[config.mk]
export PLATFORM = sky130hd
export DESIGN_NAME = j1_io_ctrl
export DESIGN_NICKNAME = d
export VERILOG_FILES = /design/src/rtl/j1_io_pkg.sv /design/src/rtl/j1_io_ctrl_fifo.sv /design/src/rtl/j1_io_ctrl.sv
export SDC_FILE = /design/constraint.sdc
export NUM_CORES = 1
export LEC_CHECK = 0
export ABC_CLOCK_PERIOD_IN_PS = 2400
export BUFFER_PORTS_ARGS = -buffer_cell sky130_fd_sc_hd__buf_2
export CAP_MARGIN = 20
export CORE_ASPECT_RATIO = 0.7
export CORE_MARGIN = 10
export CORE_UTILIZATION = 45
export DETAILED_ROUTE_END_ITERATION = 7
export PLACE_DENSITY = 0.67
export SETUP_SLACK_MARGIN = 0.2
export SLEW_MARGIN = 20
export SYNTH_ARGS = -nofsm -noshare
export SYNTH_HDL_FRONTEND = slang
export SYNTH_SLANG_ARGS = --single-unit
export TNS_END_PERCENT = 100
[constraint.sdc]
create_clock -name clk -period 2.4 [get_ports clk]
set_input_delay 0.24 -clock clk [delete_from_list [all_inputs] [get_ports clk]]
set_output_delay 0.24 -clock clk [all_outputs]
set_load 0.02 [all_outputs]
[src/rtl/j1_io_pkg.sv]
// Shared constants for the j1 I/O controller.
// Address selects, status bit positions and TX FSM states.
package j1_io_pkg;

    localparam logic [1:0] SEL_LED  = 2'd0;
    localparam logic [1:0] SEL_UART = 2'd1;
    localparam logic [1:0] SEL_STAT = 2'd2;
    localparam logic [1:0] SEL_RSVD = 2'd3;

    localparam int ST_TX_READY   = 0;
    localparam int ST_TX_IDLE    = 1;
    localparam int ST_RX_VALID   = 2;
    localparam int ST_RX_OVERRUN = 3;
    localparam int ST_TX_DROP    = 4;

    typedef enum logic [1:0] {
        IDLE  = 2'd0,
        SEND  = 2'd1,
        GUARD = 2'd2
    } tx_state_e;

endpackage

[src/rtl/j1_io_ctrl_fifo.sv]
// Small synchronous FIFO, first-word-fall-through.
// Caller guarantees no push when full (unless popping) and no pop when empty.
module io_sync_fifo #(
    parameter int W  = 8,
    parameter int AW = 3
) (
    input  logic         clk,
    input  logic         rst_n,
    input  logic         push,
    input  logic         pop,
    input  logic [W-1:0] din,
    output logic [W-1:0] head,
    output logic         full,
    output logic         empty
);

    localparam int DEPTH = 1 << AW;

    logic [W-1:0] mem_q [DEPTH];
    logic [AW:0]  wr_ptr_q, wr_ptr_d;
    logic [AW:0]  rd_ptr_q, rd_ptr_d;

    // Storage needs no reset; pointers define what is valid.
    always_ff @(posedge clk) begin
        if (push) begin
            mem_q[wr_ptr_q[AW-1:0]] <= din;
        end
    end

    always_comb begin
        wr_ptr_d = wr_ptr_q;
        rd_ptr_d = rd_ptr_q;
        if (push) wr_ptr_d = wr_ptr_q + (AW+1)'(1);
        if (pop)  rd_ptr_d = rd_ptr_q + (AW+1)'(1);
    end

    always_ff @(posedge clk or negedge rst_n) begin
        if (!rst_n) begin
            wr_ptr_q <= '0;
            rd_ptr_q <= '0;
        end else begin
            wr_ptr_q <= wr_ptr_d;
            rd_ptr_q <= rd_ptr_d;
        end
    end

    assign head  = mem_q[rd_ptr_q[AW-1:0]];
    assign empty = (wr_ptr_q == rd_ptr_q);
    assign full  = (wr_ptr_q[AW] != rd_ptr_q[AW]) &&
                   (wr_ptr_q[AW-1:0] == rd_ptr_q[AW-1:0]);

endmodule

[src/rtl/j1_io_ctrl.sv]
// j1 I/O controller: LED register, UART RX holding register,
// buffered UART TX with a busy-aware send FSM.
module j1_io_ctrl
    import j1_io_pkg::*;
#(
    parameter int TX_AW = 3,
    parameter int LED_W = 5
) (
    input  logic             clk,
    input  logic             resetq,
    input  logic             io_rd,
    input  logic             io_wr,
    input  logic [15:0]      mem_addr,
    input  logic [15:0]      dout,
    output logic [15:0]      io_din,
    output logic             uart_wr,
    output logic [7:0]       uart_tx_data,
    input  logic             uart_busy,
    input  logic             uart_valid,
    input  logic [7:0]       uart_rx_data,
    output logic             uart_rd,
    output logic [LED_W-1:0] leds
);

    logic [1:0] sel;
    logic       wr_led, wr_data, wr_stat, rd_data;

    tx_state_e  state_q, state_d;
    logic       pop, push, drop;
    logic       fifo_full, fifo_empty;
    logic [7:0] fifo_head;

    logic [LED_W-1:0] leds_q, leds_d;
    logic [7:0]       rx_byte_q, rx_byte_d;
    logic             rx_valid_q, rx_valid_d;
    logic             rx_ovr_q, rx_ovr_d;
    logic             tx_drop_q, tx_drop_d;
    logic             uart_rd_q, uart_rd_d;
    logic             rx_prev_q, rx_prev_d;
    logic             rx_take, rx_accept;

    logic [15:0] status;
    logic        unused_bits;

    assign unused_bits = ^{mem_addr[15:14], mem_addr[11:0], dout[15:8]};

    assign sel     = mem_addr[13:12];
    assign wr_led  = io_wr && (sel == SEL_LED);
    assign wr_data = io_wr && (sel == SEL_UART);
    assign wr_stat = io_wr && (sel == SEL_STAT);
    assign rd_data = io_rd && (sel == SEL_UART);

    // A full FIFO still accepts a byte on the edge that pops the head.
    assign push = wr_data && (!fifo_full || pop);
    assign drop = wr_data && fifo_full && !pop;

    io_sync_fifo #(
        .W  (8),
        .AW (TX_AW)
    ) u_tx_fifo (
        .clk   (clk),
        .rst_n (resetq),
        .push  (push),
        .pop   (pop),
        .din   (dout[7:0]),
        .head  (fifo_head),
        .full  (fifo_full),
        .empty (fifo_empty)
    );

    always_comb begin
        state_d = state_q;
        pop     = 1'b0;
        uart_wr = 1'b0;
        unique case (state_q)
            IDLE: begin
                if (!fifo_empty && !uart_busy) state_d = SEND;
            end
            SEND: begin
                uart_wr = 1'b1;
                pop     = 1'b1;
                state_d = GUARD;
            end
            GUARD: state_d = IDLE;
            default: state_d = IDLE;
        endcase
    end

    assign uart_tx_data = fifo_head;

    // Take a byte once per uart_valid assertion; edge-detect on valid.
    assign rx_take   = uart_valid && !rx_prev_q;
    assign rx_accept = rx_take && (!rx_valid_q || rd_data);

    always_comb begin
        leds_d     = leds_q;
        rx_byte_d  = rx_byte_q;
        rx_valid_d = rx_valid_q;
        rx_ovr_d   = rx_ovr_q;
        tx_drop_d  = tx_drop_q;
        uart_rd_d  = rx_take;
        rx_prev_d  = uart_valid;

        if (wr_led) leds_d = dout[LED_W-1:0];

        if (wr_stat && dout[ST_RX_OVERRUN]) rx_ovr_d  = 1'b0;
        if (wr_stat && dout[ST_TX_DROP])    tx_drop_d = 1'b0;
        if (drop) tx_drop_d = 1'b1;

        if (rx_accept) begin
            rx_byte_d  = uart_rx_data;
            rx_valid_d = 1'b1;
        end else if (rx_take) begin
            rx_ovr_d   = 1'b1;
        end else if (rd_data) begin
            rx_valid_d = 1'b0;
        end
    end

    always_ff @(posedge clk or negedge resetq) begin
        if (!resetq) begin
            state_q    <= IDLE;
            leds_q     <= '0;
            rx_byte_q  <= '0;
            rx_valid_q <= 1'b0;
            rx_ovr_q   <= 1'b0;
            tx_drop_q  <= 1'b0;
            uart_rd_q  <= 1'b0;
            rx_prev_q  <= 1'b0;
        end else begin
            state_q    <= state_d;
            leds_q     <= leds_d;
            rx_byte_q  <= rx_byte_d;
            rx_valid_q <= rx_valid_d;
            rx_ovr_q   <= rx_ovr_d;
            tx_drop_q  <= tx_drop_d;
            uart_rd_q  <= uart_rd_d;
            rx_prev_q  <= rx_prev_d;
        end
    end

    assign uart_rd = uart_rd_q;
    assign leds    = leds_q;

    always_comb begin
        status                = '0;
        status[ST_TX_READY]   = !fifo_full;
        status[ST_TX_IDLE]    = fifo_empty && (state_q == IDLE) && !uart_busy;
        status[ST_RX_VALID]   = rx_valid_q;
        status[ST_RX_OVERRUN] = rx_ovr_q;
        status[ST_TX_DROP]    = tx_drop_q;
    end

    always_comb begin
        io_din = '0;
        unique case (sel)
            SEL_LED:  io_din = 16'(leds_q);
            SEL_UART: io_din = {7'b0, rx_valid_q, rx_byte_q};
            SEL_STAT: io_din = status;
            SEL_RSVD: io_din = '0;
            default:  io_din = '0;
        endcase
    end

endmodule

==> run metrics, run 1 <==
status=finished, final reports clean; Synth Register Bits=~90; clock-pin slew on the worst setup and hold paths=0.06 ns; Combinational Power Share=between 30 and 40%; post-DP HPWL=~5600 um; PwrDens=~1100 nW/um^2; via count=2126; die height=98.66 um; CP Max Fanout=5; CTS Buf Count=9; largest net degree at the start of global routing=29; EDFF count, synth=64; CTS H-Tree Depth=3; # IOs=77; Final GP Congestion=0.8090; first-pass GRT wire length=12530 um; grt ovf=0; Slew HR=57.30%; YS warnings=0; commonest non-fill, non-tap cell in the layout=edfxtp_1; Cell variety after synth=40; reg2reg start=u_tx_fifo.rd_ptr_q[0]$_DFFE_PN0N_; CP endpoint kind=output pin; Final TNS setup=0 ns; sequential cell area fraction in the yosys report=65.93%; CTS Sinks=92; Final Hold Fails=0; maximum VDD drop=0.0006695 V; Sw Share=between 30% and 40%; drt drc=0; crit path kind=flop to output pin; port bufs=between 40 and 50; most frequent cells in the layout=edfxtp_1 (64), buf_2 (40), dfrtp_1 (27); CTS Buffer Depth=2; Initial Util=46.53%; vias per cell=around 5.1; most used flip-flop cell after synthesis=edfxtp_1; fmax=0.4560 GHz; min cycle time layout=2.193 ns; Pwr Total=roughly 5400 uW; Die Area=13060 um^2; Worst Max-Slew Pin Slew=0.6405 ns; vias in the first global route=2178; Mapped Cells=around 230; core outline area=8548 um^2; chip width=132.4 um; crit path DAT=1.95 ns; Clk Latency, worst-skew pair=0.34 ns; CP required=2.16 ns; Leakage=0.001857 uW; final setup violation count=0; CTS tree=done; DRT Pass-1 Iters=4; Area growth syn-to-layout=19.91%; synthesized area=3978 um^2; Clock power frac=a little under a quarter; asr flop ratio synth=30.43%; RSZ-0062 raised after global routing=true; sw power=1683 uW; Worst setup SP type=flop; diode count=0; initial antenna violation count=0; max-cap check violation count=0; GRT Total Usage=between 10% and 20%; internal power=about 3700 uW; max-slew violations=0; number of DRC markers in iteration 0=111; nets=341; Avg Cell Area, Syn=17.68 um^2; layout cells sized above 1=45.64%; DR WL/cell=19.29 um; Hold Startpoint=uart_valid; row count=28; sequential share of power=roughly two fifths; Worst Hold Class=primary input to flop; fillcell total=707; CTS Root Buffer Type=clkbuf_16; worst-case clock skew=0.008742 ns; Critical Path Start=u_tx_fifo.rd_ptr_q[0]$_DFFE_PN0N_; crit share post-route=91.37%; Detail Route Antenna Nets=0; Total Wirelength=8063 um
Yosys cell counts (6+ instances only):
| cell | number | area share [%] |
|---|---|---|
| edfxtp_1 | 64 | 48 |
| dfrtp_1 | 28 | 18 |
| mux2_2 | 13 | 3.7 |
| nand2_1 | 10 | 0.94 |
| buf_4 | 8 | 1.5 |
| mux2_4 | 8 | 3.0 |
| mux4_1 | 8 | 5.3 |
| mux4_2 | 8 | 4.5 |
| nor2_1 | 6 | 0.57 |
| o21ai_0 | 6 | 0.75 |
registers in the layout, indices dropped and copies added (netlist names), 2 cells and up:
name and flops:
u_tx_fifo.mem_q 64, rx_byte_q 8, leds 5, u_tx_fifo.rd_ptr_q 4, u_tx_fifo.wr_ptr_q 4, state_q 2
routing by layer:
layer / share of wire [%] / routed length [um] / global-route usage [%]
met2: 48 / 3857 / 19.03
met5: 0 / 0 / 0
met1: 45 / 3661 / 16.49
met3: 5.5 / 446 / 4.513
met4: 1.2 / 98 / 4.300
power groups by stage:
stage	logic [uW]	registers (uW)	clock network, uW
after floorplan	1380	2030	0
after global placement	1680	2100	0
after CTS	1860	2090	1330
after detailed placement	1710	2110	0
after global routing	2120	2130	1400
final	1980	2100	1290
path summary, 6_finish.rpt:
kind	end	slack, ns	depth (start not counted)
worst max-delay path	uart_tx_data[1]	0.21	5
worst min-delay path	rx_prev_q$_DFF_PN0_	0.02	1
worst max register to register	u_tx_fifo.mem_q[5][7]$_DFFE_PP_	0.38	5
worst min register to register	state_q[1]$_DFFE_PN0P_	0.47	1
max in group asynchronous	u_tx_fifo.rd_ptr_q[0]$_DFFE_PN0N_	1.49	2
min in group asynchronous	u_tx_fifo.rd_ptr_q[0]$_DFFE_PN0N_	0.46	2
worst max-delay path, stage by stage, from the launching register on:
cell and delay (ns):
dfrtp_2 0.49, buf_12 0.16, buf_6 0.09, mux4_2 0.47, mux2_4 0.27, buf_6 0.13
kinds of logic after synthesis:
kind of cell / count (synthesis) / synth area share (%)
other: 1 / 0.09428
XOR/XNOR: 10 / 2.768
adder cells (fa/ha/maj): 2 / 0.6290
buffers and inverters: 22 / 3.680
multiplexers: 44 / 18.34
flip-flops: 92 / 65.93
AND/OR/NAND/NOR: 40 / 5.694
AO/OA/AOI/OAI: 14 / 2.863
metrics by stage:
stage	setup slack (ns)	std cells	area, um^2	util [%]	hold WS [ns]
after floorplan	0.2672	231	4000	-	-0.05559
after global placement	0.2875	397	4382	51.26	0.3036
after detailed placement	0.2588	397	4382	51.26	0.3062
after CTS	0.1451	415	4703	55.02	0.007126
after global routing	0.1528	418	4770	55.80	0.01209
final	0.2070	418	4770	55.80	0.02019
area by class of cell:
class                      instances  area [um^2]  share of cell area [%]
multi-input combinational        117         1211                   25.39
tap                              120        150.1                   3.148
inverter                           4        15.01                  0.3148
timing repair buffer              69        493.0                   10.34
sequential                        92         2624                   55.01
clock inverter                     6        37.54                  0.7870
clock buffer                      10        239.0                   5.010
timing repair:
item	4_1_cts	5_1_grt
endpoints found under the hold margin	28	0
gates resized for setup	19	14
hold buffers	1	0
buffers inserted	1	2
gates cloned	0	1
pin swaps	0	0
endpoints found under the setup margin	8	29
No activity file was read; power rests on OpenSTA's default activity.
==> inputs of run 2 (changes only) <==
- ABC_CLOCK_PERIOD_IN_PS: 2400 -> 1840
- PLACE_DENSITY: 0.67 -> 0.7
- clock period: 2.4 -> 1.84 ns (I/O delays scaled with it)
==> run 2 against run 1 <==
The run now ends with negative setup slack left; routed wire length grew 10%; sequential power increased by 28%; register-to-register slack lost 0.67 ns; design area is 11% higher; clock-buffer cell count stayed put; power grew 45%; worst setup slack worse by 0.50 ns; cell count grew 7.9%.
==> run metrics, run 2 (same netlist as run 1, synthesis figures left out) <==
DP Area=4451 um^2 (+1.6%); GRT busiest layer=met2; RSZ-0062 raised after global routing=true; row count=28 (unchanged); largest net degree at the start of global routing=29 (unchanged); CP endpoint kind=flop; Detail Route Antenna Nets=0 (unchanged); vias per cell=5.071 (-0.30%); number of DRC markers in iteration 0=170 (+53%); vias in the first global route=2579 (+18%); # IOs=77 (unchanged); status=finished, violations left; min cycle time layout=2.135 ns; DR WL/cell=19.66 um (+1.9%); nets=374 (+9.7%); fmax=roughly 0.47 GHz; worst-case clock skew=0.006918 ns (-0.001824 ns); PwrDens=1471 nW/um^2 (+31%); r2r endpoint=u_tx_fifo.mem_q[5][6]$_DFFE_PP_; GRT met3 Usage=5.223% (+0.71 points); crit share post-route=116.0%; CTS Sinks=92 (unchanged); grt met2 use=21.26% (+2.2 points); Top delay family on crit path=buffers and inverters; first-pass GRT wire length=13720 um (+9.5%); PnR worst setup slack=-0.2948 ns (-0.5018 ns); Hold Startpoint=uart_rx_data[4]; commonest non-fill, non-tap cell in the layout=edfxtp_1; crit path DAT=2.24 ns (+0.29 ns); fillcell total=632 (-11%); crit path kind=flop to flop; Crit path buffers/inverters=6 (+3); CTS Root Buffer Type=clkbuf_16; max reg flops=64 (unchanged); final setup violation count=75 (+75); Final TNS setup=-10.39 ns (-10.39 ns); Slew HR=55.06% (-2.2 points); CP Max Fanout=8 (+3); port bufs=47 (unchanged); CP required=1.95 ns (-0.21 ns); post-DP HPWL=5502 um (-2.5%); GRT Total Usage=13.58% (+0.99 points); Hold Path Sink=rx_byte_q[4]$_DFFE_PN0P_; initial antenna violation count=0 (unchanged); final instance area=5284 um^2 (+11%); Worst setup SP type=flop; hold path depth=2 (+1); DRT Pass-1 Iters=4 (unchanged); Critical Path Start=u_tx_fifo.rd_ptr_q[0]$_DFFE_PN0N_; Worst R2R Path Depth=10 (+5); chip width=132.4 um (unchanged); CP cell instances=buf_6, buf_6, xnor2_4, nand4_4, buf_6, o211ai_1, buf_4, buf_6, nor2_4, buf_12; grt ovf=0 (unchanged); maximum VDD drop=0.0007652 V (+14%); Worst Hold Class=primary input to flop; Initial Util=46.53% (unchanged); crit path max-delay cell type=dfrtp_2; max-cap check violation count=0 (unchanged); layout cells sized above 1=53.47% (+7.8 points); Fin Hold WS=0.05886 ns (+0.03867 ns); CTS H-Tree Depth=3 (unchanged); failing checks=negative setup slack; diode count=0 (unchanged); CTS Buf Count=9 (unchanged); drt drc=0 (unchanged); Total Wirelength=8867 um (+10%); reg2reg start=u_tx_fifo.rd_ptr_q[0]$_DFFE_PN0N_; flop2flop setup slack=-0.29 ns (-0.67 ns); Area growth syn-to-layout=32.84%; clock-pin slew on the worst setup and hold paths=0.06 ns (about the same); Die Area=13060 um^2 (unchanged); Final Hold Fails=0 (unchanged); CTS tree=done; Clk Latency, worst-skew pair=0.34 ns (about the same); Final GP Congestion=0.7809 (-3.5%); Worst path max stage delay=0.45 ns (-0.04 ns); most used cell, CP=buf_6; most frequent cells in the layout=edfxtp_1 (64), buf_2 (38), buf_6 (35); Leakage=0.002079 uW (+12%); core outline area=8548 um^2 (unchanged); Worst Max-Slew Pin Slew=0.6741 ns (+0.03361 ns); met1 usage=16.72% (+0.24 points); die height=98.66 um (unchanged); via count=2287 (+7.6%); max-slew violations=0 (unchanged); CTS Buffer Depth=2 (unchanged)
run 2: metrics by stage:
| stage | util, % | power [uW] | std cells | setup slack, ns |
|---|---|---|---|---|
| 5_1_grt | 61.81 | 8168 | 451 | -0.3594 |
| 2_1_floorplan | - | 4589 | 231 | 0.1185 |
| 3_5_place_dp | 52.06 | 5205 | 400 | -0.1234 |
| 6_report | 61.81 | 7772 | 451 | -0.2948 |
| 4_1_cts | 60.20 | 7487 | 447 | -0.2851 |
| 3_3_place_gp | 52.06 | 5134 | 400 | -0.05529 |
run 2: worst max-delay path by stage:
stage	end	slack (ns)	cells past startpoint
finish	u_tx_fifo.mem_q[5][6]$_DFFE_PP_	-0.29	10
global route	u_tx_fifo.mem_q[5][6]$_DFFE_PP_	-0.36	10
CTS	uart_tx_data[4]	-0.29	4
detailed placement	u_tx_fifo.mem_q[5][7]$_DFFE_PP_	-0.12	4
global placement	u_tx_fifo.mem_q[3][7]$_DFFE_PP_	-0.06	4
floorplan	u_tx_fifo.mem_q[3][0]$_DFFE_PP_	0.12	5
run 2: timing repair:
item,in CTS,in global routing
setup endpoints to repair,75,80
gates resized for setup,49,32
hold buffers,2,0
pin swaps,15,12
setup buffers,29,4
endpoints found under the hold margin,29,0
run 2: per-layer routing:
metal,vias to the layer above,routed length (um)
met2,72,4179
met5,-,0
met1,1173,3957
met4,0,133
met3,10,597
li1,1032,-
run 2: layout make-up:
type,count,area [um^2],area share [%]
Clock buffer,10,229.0,4.333
Inverter,4,17.52,0.3315
Clock inverter,6,40.04,0.7578
Multi-Input combinational cell,117,1359,25.72
Tap cell,120,150.1,2.842
Timing Repair Buffer,102,864.6,16.36
Sequential cell,92,2624,49.66
run 2: where the power goes:
group,total (uW),switching (uW),internal [uW]
sequential,2680,200,2480
clock,1670,755,913
combinational,3420,1590,1840
total,7770,2540,5230
==> inputs of run 3 (changes only) <==
- CTS_BUF_LIST: not set -> sky130_fd_sc_hd__clkbuf_8 sky130_fd_sc_hd__clkbuf_16
==> run 3 against run 2 <==
Clock-buffer cell count fell by 1; utilization rose by 1.2 points; design area rose by 1.9%; the flow still finishes with violations (negative setup slack); largest power group unchanged; sequential power barely moved; worst setup slack got worse by 0.018 ns; highest routed layer unchanged; critical path type is now flop to output pin; die area did not move; sequential cell count did not move.
==> run metrics, run 3 (same netlist as run 1, synthesis figures left out) <==
status=finished, violations left; failing checks=negative setup slack; Total Wirelength=9045 um (+2.0%); grt ovf=0 (unchanged); max reg flops=64 (unchanged); post-DP HPWL=5502 um (unchanged); most used cell, CP=buf_6; PnR worst setup slack=-0.3125 ns (-0.01769 ns); layout cells sized above 1=54.60% (+1.1 points); Initial Util=46.53% (unchanged); most frequent cells in the layout=edfxtp_1 (64), buf_6 (45), buf_2 (37); CTS H-Tree Depth=3 (unchanged); initial antenna violation count=0 (unchanged); Worst Hold Class=primary input to flop; port bufs=47 (unchanged); CTS Root Buffer Type=clkbuf_16; row count=28 (unchanged); DR WL/cell=19.79 um (+0.67%); CTS Buffer Depth=2 (unchanged); Slew HR=54.70% (-0.36 points); number of DRC markers in iteration 0=175 (+2.9%); CP cell instances=buf_6, buf_12, mux4_2, mux2_4, buf_6; CTS tree=done; PwrDens=1479 nW/um^2 (+0.58%); Crit path buffers/inverters=3 (-3); nets=380 (+1.6%); fmax=0.4646 GHz (-0.82%); GRT Total Usage=13.70% (+0.12 points); DRT Pass-1 Iters=4 (unchanged); CP endpoint kind=output pin; maximum VDD drop=0.0007756 V (+1.4%); max-slew violations=0 (unchanged); chip width=132.4 um (unchanged); CTS Buf Count=9 (unchanged); Top delay family on crit path=multiplexers; Worst path max stage delay=0.52 ns (+0.07 ns); Worst R2R Path Depth=10 (unchanged); Leakage=0.002134 uW (+2.7%); Worst Max-Slew Pin Slew=0.6795 ns (+0.005378 ns); crit path DAT=1.97 ns (-0.27 ns); r2r endpoint=u_tx_fifo.mem_q[5][6]$_DFFE_PP_; crit path kind=flop to output pin; end of the critical path=uart_tx_data[0]; Die Area=13060 um^2 (unchanged); worst-case clock skew=0.005965 ns (-0.0009531 ns); vias per cell=4.998 (-1.4%); clock-pin slew on the worst setup and hold paths=0.06 ns (about the same); Detail Route Antenna Nets=0 (unchanged); Worst setup SP type=flop; final instance area=5384 um^2 (+1.9%); crit path max-delay cell type=mux4_2; core outline area=8548 um^2 (unchanged); diode count=0 (unchanged); CP required=1.66 ns (-0.29 ns); largest net degree at the start of global routing=29 (unchanged); Final GP Congestion=0.7809 (unchanged); Final Hold Fails=0 (unchanged); # IOs=77 (unchanged); DP Area=4451 um^2 (unchanged); first-pass GRT wire length=13750 um (+0.25%); RSZ-0062 raised after global routing=true; fillcell total=629 (-0.47%); via count=2284 (-0.13%); min cycle time layout=2.152 ns (+0.01769 ns); die height=98.66 um (unchanged); CTS Sinks=92 (unchanged); vias in the first global route=2541 (-1.5%); flop2flop setup slack=-0.26 ns (+0.03 ns); commonest non-fill, non-tap cell in the layout=edfxtp_1; Clk Latency, worst-skew pair=0.34 ns (about the same); Critical Path Start=u_tx_fifo.rd_ptr_q[0]$_DFFE_PN0N_; Stages on worst setup path=5 (-5); crit share post-route=117.0% (+0.96 points); Area growth syn-to-layout=35.36%; CP Max Fanout=7 (-1); reg2reg start=u_tx_fifo.rd_ptr_q[0]$_DFFE_PN0N_; max-cap check violation count=0 (unchanged); Final TNS setup=-15.55 ns (-5.164 ns); drt drc=0 (unchanged); final setup violation count=77 (+2.7%)
run 3: metrics by stage:
stage | hold WS [ns] | cells | setup slack [ns] | util [%] | power (uW)
detailed placement | 0.2515 | 400 | -0.1234 | 52.06 | 5205
floorplan | -0.1116 | 231 | 0.1185 | - | 4589
global placement | 0.2404 | 400 | -0.05529 | 52.06 | 5134
global route | 0.06362 | 457 | -0.3716 | 62.98 | 8363
finish | 0.05977 | 457 | -0.3125 | 62.98 | 7965
CTS | 0.04652 | 449 | -0.2851 | 60.25 | 7502
run 3: worst min-delay path by stage:
stage	depth (start not counted)	slack (ns)	end	start
5_1_grt	2	0.06	rx_byte_q[4]$_DFFE_PN0P_	uart_rx_data[4]
3_3_place_gp	1	0.24	rx_byte_q[7]$_DFFE_PN0P_	resetq
4_1_cts	2	0.05	rx_byte_q[4]$_DFFE_PN0P_	uart_rx_data[4]
6_report	2	0.06	rx_byte_q[4]$_DFFE_PN0P_	uart_rx_data[4]
2_1_floorplan	0	-0.11	leds[0]$_DFFE_PN0P_	resetq
3_5_place_dp	1	0.25	rx_byte_q[6]$_DFFE_PN0P_	resetq
run 3: power breakdown:
group	total (uW)	internal, uW	switching [uW]	leakage [uW]
combinational	3620	1990	1630	0.00110
clock	1670	907	760	0.000128
sequential	2680	2480	201	0.000910
run 3: area by class of cell:
class | instances | area, um^2 | area share (%)
Tap cell | 120 | 150.1 | 2.789
Inverter | 4 | 20.02 | 0.3718
Multi-Input combinational cell | 117 | 1366 | 25.38
Clock buffer | 9 | 225.2 | 4.183
Sequential cell | 92 | 2624 | 48.73
Clock inverter | 7 | 43.79 | 0.8134
Timing Repair Buffer | 108 | 954.7 | 17.73
run 3: per-layer routing:
metal,track usage [%],share of wire (%),up-vias
met3,5.122,7.7,10
met2,21.64,48,75
li1,-,-,1047
met5,0,0,-
met4,5.059,1.4,0
met1,16.92,43,1152
run 3: repair_timing:
action	4_1_cts	5_1_grt
hold buffers	2	0
hold endpoints to repair	29	0
setup buffers	31	8
resized for setup	46	49
pin swaps	15	12
setup endpoints to repair	75	80
